`src/rtl/scn4m_subm_16x2_arb.sv`:
```
// rtl/scn4m_subm_16x2_arb.sv - two-requester round-robin arbiter and sequencer for the 16x2 single-port macro
module scn4m_subm_16x2_arb #(
    parameter int                    DATA_WIDTH    = 2,
    parameter int                    ADDR_WIDTH    = 4,
    parameter bit                    INIT_ON_RESET = 1'b1,
    parameter logic [DATA_WIDTH-1:0] INIT_VALUE    = '0
) (
    input  logic                  clk0,
    input  logic                  rstb0,
    input  logic                  req0_valid,
    output logic                  req0_ready,
    input  logic                  req0_web,
    input  logic [ADDR_WIDTH-1:0] req0_addr,
    input  logic [DATA_WIDTH-1:0] req0_din,
    output logic                  rsp0_valid,
    output logic [DATA_WIDTH-1:0] rsp0_dout,
    input  logic                  req1_valid,
    output logic                  req1_ready,
    input  logic                  req1_web,
    input  logic [ADDR_WIDTH-1:0] req1_addr,
    input  logic [DATA_WIDTH-1:0] req1_din,
    output logic                  rsp1_valid,
    output logic [DATA_WIDTH-1:0] rsp1_dout,
    output logic                  init_done,
    output logic                  sram_csb0,
    output logic                  sram_web0,
    output logic [ADDR_WIDTH-1:0] sram_addr0,
    output logic [DATA_WIDTH-1:0] sram_din0,
    input  logic [DATA_WIDTH-1:0] sram_dout0
);

    localparam int DEPTH = 1 << ADDR_WIDTH;

    typedef enum logic {ST_INIT, ST_RUN} state_t;

    state_t                  state;
    state_t                  state_next;
    logic [ADDR_WIDTH-1:0]   cnt;
    logic                    rr_ptr;
    logic                    grant0;
    logic                    grant1;
    logic                    accept;
    logic                    grant_id;
    logic                    sel_web;
    logic [ADDR_WIDTH-1:0]   sel_addr;
    logic [DATA_WIDTH-1:0]   sel_din;
    logic                    s1_rd;
    logic                    s1_id;
    logic                    s2_rd;
    logic                    s2_id;

    // rr_ptr names the last winner; on a conflict the other requester goes next
    always_comb begin
        state_next = state;
        grant0     = 1'b0;
        grant1     = 1'b0;
        if (state == ST_INIT) begin
            if (cnt == ADDR_WIDTH'(DEPTH - 1)) begin
                state_next = ST_RUN;
            end
        end else begin
            if (req0_valid && req1_valid) begin
                grant0 = rr_ptr;
                grant1 = !rr_ptr;
            end else begin
                grant0 = req0_valid;
                grant1 = req1_valid;
            end
        end
    end

    assign req0_ready = grant0 && rstb0;
    assign req1_ready = grant1 && rstb0;
    assign accept     = req0_ready || req1_ready;
    assign grant_id   = req1_ready;
    assign init_done  = (state == ST_RUN) && rstb0;

    always_comb begin
        sel_web  = req0_web;
        sel_addr = req0_addr;
        sel_din  = req0_din;
        if (grant_id) begin
            sel_web  = req1_web;
            sel_addr = req1_addr;
            sel_din  = req1_din;
        end
    end

    always_ff @(posedge clk0) begin
        if (!rstb0) begin
            state      <= INIT_ON_RESET ? ST_INIT : ST_RUN;
            cnt        <= '0;
            rr_ptr     <= 1'b1;
            sram_csb0  <= 1'b1;
            sram_web0  <= 1'b1;
            sram_addr0 <= '0;
            sram_din0  <= '0;
            s1_rd      <= 1'b0;
            s1_id      <= 1'b0;
            s2_rd      <= 1'b0;
            s2_id      <= 1'b0;
            rsp0_valid <= 1'b0;
            rsp1_valid <= 1'b0;
            rsp0_dout  <= '0;
            rsp1_dout  <= '0;
        end else begin
            state      <= state_next;
            s1_rd      <= 1'b0;
            rsp0_valid <= 1'b0;
            rsp1_valid <= 1'b0;
            if (state == ST_INIT) begin
                cnt        <= cnt + 1'b1;
                sram_csb0  <= 1'b0;
                sram_web0  <= 1'b0;
                sram_addr0 <= cnt;
                sram_din0  <= INIT_VALUE;
            end else if (accept) begin
                rr_ptr     <= grant_id;
                sram_csb0  <= 1'b0;
                sram_web0  <= sel_web;
                sram_addr0 <= sel_addr;
                sram_din0  <= sel_din;
                s1_rd      <= sel_web;
                s1_id      <= grant_id;
            end else begin
                sram_csb0  <= 1'b1;
            end
            s2_rd <= s1_rd;
            s2_id <= s1_id;
            // macro has driven dout0 at the negedge after it sampled the read
            if (s2_rd) begin
                if (s2_id) begin
                    rsp1_valid <= 1'b1;
                    rsp1_dout  <= sram_dout0;
                end else begin
                    rsp0_valid <= 1'b1;
                    rsp0_dout  <= sram_dout0;
                end
            end
        end
    end

endmodule

```
`config.mk`:
```
export PLATFORM = sky130hd
export DESIGN_NAME = scn4m_subm_16x2_arb
export DESIGN_NICKNAME = d
export VERILOG_FILES = /design/src/rtl/scn4m_subm_16x2_arb.sv
export SDC_FILE = /design/constraint.sdc
export NUM_CORES = 1
export LEC_CHECK = 0
export ABC_AREA = 1
export CAP_MARGIN = 20
export CORE_MARGIN = 4
export CORE_UTILIZATION = 44
export DETAILED_ROUTE_END_ITERATION = 10
export PLACE_DENSITY = 0.78
export SLEW_MARGIN = 20
export SYNTH_ARGS = -nofsm -noshare
export SYNTH_HDL_FRONTEND = slang
export SYNTH_SLANG_ARGS = --single-unit
```
`constraint.sdc`:
```
create_clock -name clk0 -period 1.3 [get_ports clk0]
set_input_delay 0.13 -clock clk0 [delete_from_list [all_inputs] [get_ports clk0]]
set_output_delay 0.13 -clock clk0 [all_outputs]
set_load 0.05 [all_outputs]
```
After elaboration in Yosys (flattened, before gate mapping)

Cells that the tools add are included.

Bits in registers: 24
Input port bits: 20

Add/subtract/negate cells: 1
Eq/ne operators: 2
Mux-type cells: 17
Bitwise gates (word level): 1
Reductions and logical operators: 12

Operators with widths:

| cell                  | number |
|---|---|
| $mux W1               | 13 |
| $mux W4               | 3 |
| $reduce_and A2 Y1     | 5 |
| $add A4 B1 Y4 const B | 1 |
| $eq A4 B4 Y1 const B  | 1 |
| $logic_and A1 B1 Y1   | 4 |
| $reduce_and A3 Y1     | 1 |
| $mux W2               | 1 |
| $ne A2 B1 Y1 const B  | 1 |
| $logic_not A1 Y1      | 1 |
| $logic_or A1 B1 Y1    | 1 |
| $not A1 Y1            | 1 |

Logic depth before layout (Yosys ltp)

Depth in word-level cells: 7
Gate-level depth with buffers: 8
Gate-level depth less buffers: 8

Least setup slack after synthesis

Ideal clock, no wire load.

Path type: register to register
Start point: register state
End point: register sram_addr0[2]
Setup time: 0.066 ns
Arrival time: 1.223 ns
Path slack: 0.011 ns
Cell stages (with the launch flop): 9
Path buffers: 0
Cells stage by stage: dfxtp_1 -> nand2_4 -> inv_4 -> nand2_4 -> inv_2 -> nor2_1 -> nor2_1 -> nor2_1 -> nor2_1

Cells in the longest elaborated chain, start to end: 5

RTL lines:

| item                    | RTL line | text |
|---|---|---|
| start, declared         | 36       | `state_t state;` |
| start signal, assigned  | 91       | `state <= INIT_ON_RESET ? ST_INIT : ST_RUN;` |
| start signal, assigned  | 107      | `state <= state_next;` |
| $mux W1 (*)             | 57       | `if (state == ST_INIT) begin` |
| $logic_and A1 B1 Y1 (*) | 73       | `assign req1_ready = grant1 && rstb0;` |
| named net req1_ready    | 18       | `output logic req1_ready,` |
| $mux W4                 | 82       | `if (grant_id) begin` |
| $mux W4                 | 117      | `end else if (accept) begin` |
| $mux W4                 | 111      | `if (state == ST_INIT) begin` |
| end signal, assigned    | 115      | `sram_addr0 <= cnt;` |
| end signal, assigned    | 121      | `sram_addr0 <= sel_addr;` |
| end, declared           | 27       | `output logic [ADDR_WIDTH-1:0] sram_addr0,` |

Mark *: on every way through the listed nets, which the timed path passes. The rest lies on a longest branch. The select of a mux whose other input is x is not followed.
A chain may end at the register's enable or synchronous reset.

Final worst setup path

Start point: register rr_ptr
End point: register sram_addr0[0]

Cells in the longest elaborated chain, start to end: 7

RTL lines:

| item                   | RTL line | text |
|---|---|---|
| start, declared        | 39       | `logic rr_ptr;` |
| start signal, assigned | 118      | `rr_ptr <= grant_id;` |
| $logic_not A1 Y1       | 64       | `grant1 = !rr_ptr;` |
| $mux W1                | 62       | `if (req0_valid && req1_valid) begin` |
| $mux W1                | 57       |  |
| $logic_and A1 B1 Y1    | 73       |  |
| $mux W4                | 82       |  |
| $mux W4                | 117      |  |
| $mux W4                | 111      |  |

Parallel ways exist; a longest one is shown, timed or not. The select of a mux whose other input is x is not followed.

==> run metrics <==
multi-input logic area 499 sq um; dpl cells 209; IO Port Bufs 36; Post-synth top cells dfxtp_1 (24), nor2_1 (23), nand2_1 (22), inv_1 (20), o21ai_0 (7); crit path DAT 1570 ps; first-pass GRT wire length 4.57 mm; Die Wd around 57 microns; remaining global-route overflow 0; synth warn 0; Post-synth EDFFs 0; Max FO, Critical Path 5; routed wire length 3.14 mm; Main synth FF type dfxtp_1; Final Hold Fails 0; Residual DRC 0; initial core utilization 0.473; routability cong. 0.824; worst path required time 1510 ps; Startpoint Class register; sequential share of the synthesized area 0.446; depth of the CTS H-tree 1; Bufs on Longest Clock Path 2; Non-Filler Instances around 220; drt pass-1 iters 4; Synth top area share 0.446; FF/Latch Area 483 sq um; startpoint of the worst hold path req1_valid; violated checks setup timing; #FFs+latches synth 24; core area approximately 0.0023 sq mm; cell area power density 702 mW/mm^2; Rows 17; synth unique cells 26; Detailed Route Iter0 Violations 22; min setup slack post-route -59.0 ps; clk sink count 24; via count 1131; Fill cells approximately 150; cells after synthesis 139; Routed WL per cell about 14 microns; number of nets in the layout 218; RSZ-0062 raised after global routing yes; Worst R2R Path Depth 7; Critical Path Sink sram_addr0[0]; Post-CTS Hold Buffers 0; Via density 5.07; Synth async-reset ratio 0; largest net degree at the start of global routing 13; ANT nets after route 0; Slew Viols, Final 0; slew margin rel. 0.811; DPL Wire Length 2.19 mm; number of diodes 0; layout cell share with drive strength beyond 1 0.328; crit path time final 1360 ps; FF-to-FF End sram_addr0[0]; FF-to-FF Start rr_ptr; GRT Total Usage 0.173; Setup violations, final 3; I/O pin count 37; reg2reg setup slack -60 ps; CP Launch Point rr_ptr; crit path kind reg2reg; worst hold path depth 5; nature of the critical path endpoint register; outcome finished, violations left; Final Cycle Share 1.05; vias in the first global route 1043; dpl cell area 0.00169 sq mm; clk_skew 13.0 ps; fmax 736 MHz; CTS tree yes; Synth Net Count 160; most instantiated library cell after synthesis dfxtp_1; root buf cell clkbuf_4; Finished Cell Area 0.00184 sq mm; Leak 0.838 nW; Max rail drop VDD ~0.00059 V; Slew @ Worst Pin 280 ps; Num CTS Buffers 3; number of max-cap violations 0; Reg clk slew, reported paths 130 ps; synth top area cells dfxtp_1 (45%), nor2_1 (8.0%), nand2_1 (7.7%); Worst-Skew Late Latency 310 ps; die area between 0.003 and 0.004 sq mm; post-synthesis cell area 0.00108 sq mm; Synth area leader dfxtp_1; hold_ws around 340 ps; synthesis-to-layout area growth 71.2%; Die Span Y 57.5 microns; initial antenna violation count 0; syn_area_per_cell 7.75 sq um; Worst Hold Class in2reg
-- timing repair --
action | 4_1_cts | 5_1_grt
setup buffers | 2 | 9
resized for setup | 4 | 10
endpoints found under the setup margin | 3 | 8
pin swaps | 1 | 7
-- placed cells by master, fill, tap and decap left out, drive strengths merged, types with 2 or more instances in the layout --
master and n:
buf 37, nand2 26, nor2 25, dfxtp 24, inv 23, clkdlybuf4s50 18, o21ai 11, a21oi 7
nand4 4, nand3 4, nand3b 3, nor3 3, clkbuf 3, o211ai 2
-- final cells by class --
class	count	area share
timing repair buffer	56	0.383
sequential	24	0.262
inverter	24	0.0529
clock buffer	3	0.0122
multi-input combinational	88	0.271
tap	28	0.0190
-- power breakdown --
| group | internal [mW] | switching, mW | leakage, nW |
|---|---|---|---|
| Clock | 0.108 | 0.210 | 0.0138 |
| Combinational | 0.112 | 0.0943 | 0.630 |
| Sequential | 0.752 | 0.0186 | 0.195 |
| Total | 0.972 | 0.323 | 0.838 |
-- layer usage --
metal | vias up | global-route usage | routed length [microns]
met5 | - | 0 | 0
met4 | 0 | 0.0199 | 80
met3 | 6 | 0.0385 | 188
met2 | 49 | 0.316 | 1610
met1 | 524 | 0.212 | 1260
li1 | 552 | - | -
-- sequential cells by signal (all words and copies together), names as in the netlist --
name	flops
rsp0_dout	2
sram_din0	2
s2_id	1
sram_csb0	1
state	1
s1_id	1
rsp0_valid	1
sram_web0	1
cnt	4
s2_rd	1
rsp1_valid	1
rsp1_dout	2
s1_rd	1
rr_ptr	1
sram_addr0	4
-- kinds of logic after synthesis --
logic type | count (synthesis) | synth area share
simple gates | 66 | 0.297
buf+inv | 27 | 0.103
flops | 24 | 0.446
compound gates | 21 | 0.142
fa+ha+maj | 1 | 0.0116
-- critical path: stages (launching register included) --
cell     delay [ps]
dfxtp_2         360
inv_1            80
nand2_1          80
nand2_4         120
buf_4           150
nand3_1          90
o21ai_0         270
nor2_1          100
-- how the worst min path moves through the flow --
stage                   end  slack, ps
2_1_floorplan         s2_id        240
3_3_place_gp          s2_rd        400
3_5_place_dp          s2_rd        410
4_1_cts        rsp0_dout[0]        430
5_1_grt               s1_id        390
6_report              s1_id        340
-- through the flow --
stage / power [mW] / util / setup WS, ps / setup TNS [ps]
after CTS: 1.28 / 0.762 / -48.8 / -48.8
final: 1.29 / 0.810 / -59.0 / -121
after global placement: 0.981 / 0.743 / -139 / -1390
after floorplan: 0.860 / - / 10.9 / 0
after global routing: 1.33 / 0.810 / -101 / -366
after detailed placement: 0.984 / 0.743 / -195 / -2140
Note: power is estimated with default switching activity, not from simulation.
